===== src/rtl/dmem_bus_arbiter.sv =====
// Two-requester arbiter for the data-memory/peripheral bus.
// Pipeline MEM stage (C) has priority; the UART loader (D) is served through a starvation counter and a bounded burst.
module dmem_bus_arbiter #(
  parameter int ADDR_W    = 32,
  parameter int DATA_W    = 32,
  parameter int MAX_WAIT  = 8,
  parameter int BURST_MAX = 4
) (
  input  logic              clk,
  input  logic              reset,
  input  logic              c_rd,
  input  logic              c_wr,
  input  logic [ADDR_W-1:0] c_addr,
  input  logic [DATA_W-1:0] c_wdata,
  output logic [DATA_W-1:0] c_rdata,
  output logic              c_stall,
  input  logic              d_rd,
  input  logic              d_wr,
  input  logic [ADDR_W-1:0] d_addr,
  input  logic [DATA_W-1:0] d_wdata,
  output logic [DATA_W-1:0] d_rdata,
  output logic              d_gnt,
  output logic              m_rd,
  output logic              m_wr,
  output logic [ADDR_W-1:0] m_addr,
  output logic [DATA_W-1:0] m_wdata,
  input  logic [DATA_W-1:0] m_rdata,
  output logic              owner
);

  localparam int WW = (MAX_WAIT > 1) ? $clog2(MAX_WAIT) : 1;
  localparam int BW = (BURST_MAX > 1) ? $clog2(BURST_MAX) : 1;
  localparam logic [WW-1:0] WAIT_LAST = WW'(MAX_WAIT - 1);
  localparam logic [BW-1:0] BEAT_LAST = BW'(BURST_MAX - 1);

  typedef enum logic [1:0] {
    S_C  = 2'd0,
    S_SW = 2'd1,
    S_D  = 2'd2,
    S_BK = 2'd3
  } state_t;

  state_t          state_r;
  logic [WW-1:0]   wait_cnt_r;
  logic [BW-1:0]   beat_cnt_r;
  logic            owner_r;
  logic            c_req_s;
  logic            d_req_s;

  assign c_req_s = c_rd | c_wr;
  assign d_req_s = d_rd | d_wr;

  // Ownership FSM with starvation and burst counters.
  always_ff @(posedge clk or negedge reset) begin
    if (!reset) begin
      state_r    <= S_C;
      wait_cnt_r <= '0;
      beat_cnt_r <= '0;
      owner_r    <= 1'b0;
    end else begin
      case (state_r)
        S_C: begin
          if (d_req_s && (!c_req_s || (wait_cnt_r == WAIT_LAST))) begin
            state_r <= S_SW;
            owner_r <= 1'b1;
          end else begin
            state_r <= S_C;
            owner_r <= 1'b0;
          end
          // Saturating count of cycles D has been pre-empted by C.
          if (!d_req_s) begin
            wait_cnt_r <= '0;
          end else if (c_req_s && (wait_cnt_r != WAIT_LAST)) begin
            wait_cnt_r <= wait_cnt_r + WW'(1);
          end else begin
            wait_cnt_r <= wait_cnt_r;
          end
        end
        S_SW: begin
          state_r    <= S_D;
          owner_r    <= 1'b1;
          wait_cnt_r <= '0;
        end
        S_D: begin
          owner_r <= 1'b1;
          if (!d_req_s) begin
            state_r <= S_BK;
          end else if (beat_cnt_r == BEAT_LAST) begin
            state_r <= S_BK;
          end else begin
            state_r    <= S_D;
            beat_cnt_r <= beat_cnt_r + BW'(1);
          end
        end
        S_BK: begin
          state_r    <= S_C;
          owner_r    <= 1'b0;
          beat_cnt_r <= '0;
        end
        default: begin
          state_r    <= S_C;
          owner_r    <= 1'b0;
          wait_cnt_r <= '0;
          beat_cnt_r <= '0;
        end
      endcase
    end
  end

  // Bus mux and handshake outputs; everything is held at zero while reset is low.
  always_comb begin
    m_rd    = 1'b0;
    m_wr    = 1'b0;
    m_addr  = '0;
    m_wdata = '0;
    c_rdata = '0;
    d_rdata = '0;
    c_stall = 1'b0;
    d_gnt   = 1'b0;
    if (!reset) begin
      m_rd = 1'b0;
    end else begin
      case (state_r)
        S_C: begin
          m_rd    = c_rd & ~c_wr;
          m_wr    = c_wr;
          m_addr  = c_addr;
          m_wdata = c_wdata;
          c_rdata = m_rdata;
        end
        S_D: begin
          c_stall = c_req_s;
          if (d_req_s) begin
            d_gnt   = 1'b1;
            m_rd    = d_rd & ~d_wr;
            m_wr    = d_wr;
            m_addr  = d_addr;
            m_wdata = d_wdata;
            d_rdata = m_rdata;
          end else begin
            d_gnt = 1'b0;
          end
        end
        S_SW, S_BK: begin
          c_stall = c_req_s;
        end
        default: begin
          c_stall = 1'b0;
        end
      endcase
    end
  end

  assign owner = owner_r;

endmodule


===== config.mk =====
export PLATFORM = sky130hd
export DESIGN_NAME = dmem_bus_arbiter
export DESIGN_NICKNAME = d
export VERILOG_FILES = /design/src/rtl/dmem_bus_arbiter.sv
export SDC_FILE = /design/constraint.sdc
export NUM_CORES = 1
export LEC_CHECK = 0
export BUFFER_PORTS_ARGS = -buffer_cell sky130_fd_sc_hd__buf_2
export CAP_MARGIN = 10
export CORE_AREA = 4 4 116 118
export DETAILED_ROUTE_END_ITERATION = 7
export DIE_AREA = 0 0 120 122
export SYNTH_ARGS = -nofsm -noshare
export SYNTH_HDL_FRONTEND = slang
export SYNTH_SLANG_ARGS = --single-unit
export TNS_END_PERCENT = 100

===== constraint.sdc =====
create_clock -name clk -period 1.94 [get_ports clk]
set_clock_uncertainty 0.15 [all_clocks]
set_input_delay 0.194 -clock clk [delete_from_list [all_inputs] [get_ports clk]]
set_output_delay 0.194 -clock clk [all_outputs]
set_load 0.02 [all_outputs]

# [Word level (Yosys, flattened, before mapping)]
# Index checks and enable logic that the tools add are counted.
[totals] register_bits=8 latchBits=0 ram_bits=0 romBits=0 input_bits=166 out_inout_bits=133 wordCells=66 mem_count=0
[op_classes] addsub=2 mul=0 div_mod_pow=0 order_cmp=0 eq_ne=9 n_shift=0 n_mux=34 n_bitwise=6 reduce_logical=11
[op_table] cell="2-to-1 mux 32 bit" count=9
[op_table] cell="one-hot mux 32 bit (2 select lines)" count=2
[op_table] cell="2-to-1 mux 1 bit" count=13
[op_table] cell="one-hot mux 2 bit (4 select lines)" count=1
[op_table] cell="equality test 2 bit (second input constant)" count=3
[op_table] cell="2-to-1 mux 3 bit" count=2
[op_table] cell="!= test 3 bit (second input constant)" count=2
[op_table] cell="one-hot mux 3 bit (2 select lines)" count=1
[op_table] cell="2-to-1 mux 2 bit" count=2
[op_table] cell="!= test 2 bit (second input constant)" count=2
[op_table] cell="one-hot mux 1 bit (2 select lines)" count=2
[op_table] cell="one-hot mux 2 bit (2 select lines)" count=1
[op_table] cell="nonzero test 2 bit" count=2
[op_table] cell="adder 3 x 1 -> 3 bit (second input constant)" count=1
[op_table] cell="equality test 3 bit (second input constant)" count=1
[op_table] cell="one-hot mux 1 bit (3 select lines)" count=1
[op_table] cell="AND reduction 3 bit" count=1
[op_table] cell="OR reduction 3 bit" count=1
[op_table] cell="adder 2 x 1 -> 2 bit (second input constant)" count=1
[op_table] cell="AND 1 bit" count=2
[op_table] cell="equality test 2 x 1 -> 1 bit (second input constant)" count=1
[op_table] cell="logical AND 1 bit" count=2
[op_table] cell="logical NOT 2 bit" count=1
[op_table] cell="inverter 1 bit" count=2
[op_table] cell="5 further kinds" count=6

# [Depth between registers and ports, before layout]
[depth] word_depth=6 depth_mapped=8 ltp_nobuf=5

# [Worst setup path after synthesis]
# OpenSTA, ideal clock, no wires.
[synth_path] path_kind="reg2out" start="register state_r[0]" end="output port m_wdata[10]" arrival_time_ps=1513 required_ps=1596 slack_ps=83 path_stages_with_launch=7 n_path_buf=2 cell_sequence="dfrtp_1 -> inv_1 -> ha_1 -> buf_2 -> buf_1 -> a22oi_1 -> nor2_1"
[synth_between] elab_chain_len=3 word_cells_on_any_way=4 classes_between="eq/ne: 1; mux: 2; reduce/logical: 1"
[synth_rtl] item="from (decl)" line="43" rtl="state_t state_r;"
[synth_rtl] item="from (signal assigned)" line="56" rtl="state_r <= S_C;"
[synth_rtl] item="from (signal assigned)" line="64" rtl="state_r <= S_SW;"
[synth_rtl] item="from (signal assigned)" line="67" rtl="state_r <= S_C;"
[synth_rtl] item="equality test 2 bit or logical NOT 2 bit (tied branches)" line="123" rtl="case (state_r)"
[synth_rtl] item="one-hot mux 32 bit (2 select lines) (*)" line="123"
[synth_rtl] item="2-to-1 mux 32 bit (*)" line="120" rtl="if (!reset) begin"
[synth_rtl] item="to (decl)" line="26" rtl="output logic [DATA_W-1:0] m_wdata,"
# Every way passes the cells marked *; elsewhere a longest branch is shown, timed or not.

# [Worst setup path in the final report]
[layout_path] start="register state_r[0]" end="output port m_wdata[4]"
# The elaborated chain is that of the path after synthesis.

==> run metrics <==
status=finished with violations; failing checks=negative setup slack; die area=around 15000 µm²; Core Footprint=~12000 µm²; chip height=about 120 µm; grt ovf=0; fin util=0.4197; CTS H-tree depth=1; GRT Overall Usage=0.1399; ant diodes=0; Multi-input gate area=1938 µm²; mux share of post-synthesis cell area=0; synth top area cells=and3_1 19%, a22oi_2 17%, a22oi_1 13%; post-synthesis cell type count=33; largest net degree at the start of global routing=67; Initial DRT Pass Iterations=5; non-filler cells, final=between 700 and 800; Compound-Gate Fraction of Synth Area=0.3320; cells after synthesis=slightly below 300; FP Rows=about 40; area share of the leading cell type in the synthesized netlist=0.1867; drt via density=4.629; total of max-cap violations=0; GPL Wtd Cong=0.9043; Max Clk Rate=492.3 MHz; leading area contributor after synthesis=and3_1; vias=3569; RSZ-0062 raised after global routing=yes; most common library cells after synthesis=64 x and3_1, 39 x nor2_1, 36 x a22oi_1; Startpoint Class=flop; Clock Sinks=8; post-route ant nets=0; Detail Route met3 WL=958 µm; asr flop ratio synth=1.000; WL final=about 13 mm; combinational family with the most area after synthesis=simple AND/OR/NAND/NOR gates; met2 routed WL=7.116 mm; Initial Utilization=0.1720; worst reg-to-reg path cell count=5; max layer used=met4; dpl cells=about 740; synth warn=0; vias in the first global route=around 3100; cell area after layout=5231 µm²; fin crit share=1.047; simple-gate portion of the synthesized area=0.3996; LEAKAGE=2.684 nW; Metal-1 WL=5.323 mm; Top Ports=299; syn_nets=464; setup TNS=-5.976 ns; Tightest Pin Transition=0.3409 ns; Slew Limit Fails=0; CP max FO=9; number of synthesized flops with an enable pin=0; CTS Buf Count=3; drt drc=0; layout cells sized above 1=0.7579; Starting DRT DRC Count=142; initial antenna violation count=0; Crit path arrival time=between 1.5 and 2 ns; Post-Syn Area per Cell=~7.4 µm²; number of synthesized register bits=8; Layout area overhead=143.9%; Hold Path Stages=4; root buffer cell=clkbuf_16; Clk Latency, worst-skew pair=~0.23 ns; hpwl dp=8.527 mm; IO buf count=298; clock-pin transition on the worst setup and hold timing paths=0.04 ns; CTS tree=yes; Storage cell area=201.4 µm²; count of final setup violators=114; cell with the most instances after synthesis=and3_1; Place WS=about 0.042 ns; Die W=120 µm; sequential fraction of the synthesis area=0.09335; Post-Syn Area=between 2000 and 2500 µm²; Min-Delay Path Class=input port to flop; XOR/XNOR Fraction of Synth Area=0; post-synthesis adder-cell area fraction=0.04667; Peak supply drop=0.6217 mV; Post-DP Area=3821 µm²; filler cell count=1220; Nets=775; fin worst setup slack=-0.09146 ns; Crit Path Class=flop to primary output; Routed WL per cell=17.44 µm; CP endpoint kind=primary output; Final Hold Viols=0; top_reg_cell synth=dfrtp_1; first-pass GRT wire length=~17 mm; Max clock buf depth=2; minimum clock period=2.031 ns; Cell Pwr Density=roughly 1400 nW/µm²; Pwr Total=7.471 mW; WHS=0.2545 ns; CP required=1.60 ns; slew margin rel.=0.7720
[layout make-up]
| type | count | share of cell area |
|---|---|---|
| timing repair buffer | 343 | 0.5305 |
| clock buffer | 3 | 0.01435 |
| tap | 172 | 0.04114 |
| multi-input combinational | 238 | 0.3705 |
| inverter | 7 | 0.005023 |
| sequential | 8 | 0.03851 |
[kinds of logic (layout without fill, tap and decap cells)]
family	after synthesis	after routing
compound gates	77	77
fa+ha+maj	8	8
buf+inv	44	353
flops	8	8
simple gates	153	153
[registers in the layout (all words and copies together) (netlist names)]
name,count
wait_cnt_r,3
owner,1
beat_cnt_r,2
state_r,2
[layer usage]
layer | track usage | vias to the layer above
li1 | - | 1696
met1 | 0.1826 | 1681
met2 | 0.2536 | 184
met3 | 0.02182 | 8
met4 | 0.01002 | 0
met5 | 0 | -
[final timing paths]
check | slack [ns] | to | startpoint
max | -0.09 | m_wdata[4] | state_r[0]
max in group asynchronous | 0.99 | state_r[1] | reset
min in group asynchronous | 0.38 | wait_cnt_r[0] | reset
min reg2reg | 0.38 | wait_cnt_r[2] | wait_cnt_r[2]
min | 0.25 | wait_cnt_r[0] | c_rd
max reg2reg | 0.07 | wait_cnt_r[0] | wait_cnt_r[0]
[cells in the final DEF (no fill, tap or decap), types with 2 or more instances in the layout]
master / count
inv_1: 5
nor2_1: 37
and3_4: 23
clkbuf_16: 10
buf_16: 7
ha_4: 3
and3_1: 41
o21ai_0: 4
or4_1: 2
nor2b_1: 2
dlygate4sd3_1: 2
buf_2: 182
inv_2: 2
nand2_1: 3
a22oi_1: 20
nand4_1: 3
buf_8: 3
dfrtp_1: 7
buf_4: 68
buf_6: 64
o22ai_1: 2
nand3b_1: 2
ha_1: 5
nand3_1: 4
nor2_2: 29
nor2_4: 2
a22oi_2: 45
buf_12: 10
[where the power goes]
part / switching (mW) / internal, mW
sequential: 0.0597 / 0.246
clock: 0.0793 / 0.266
combinational: 3.44 / 3.38
total: 3.58 / 3.89
[worst max-delay path, stage by stage, from the launching register on]
cell	delay [ns]
dfrtp_1	0.35
inv_2	0.07
buf_4	0.14
ha_4	0.17
o21ai_4	0.16
buf_12	0.19
clkbuf_16	0.18
nor2_1	0.05
buf_4	0.15
[timing repair]
item	in CTS	in global routing
hold buffers	2	0
cloned	6	10
pin swaps	9	13
gates resized for setup	132	116
setup buffers	9	4
setup endpoints to repair	127	131
hold endpoints to repair	7	0
Note: power is estimated with default switching activity, not from simulation.
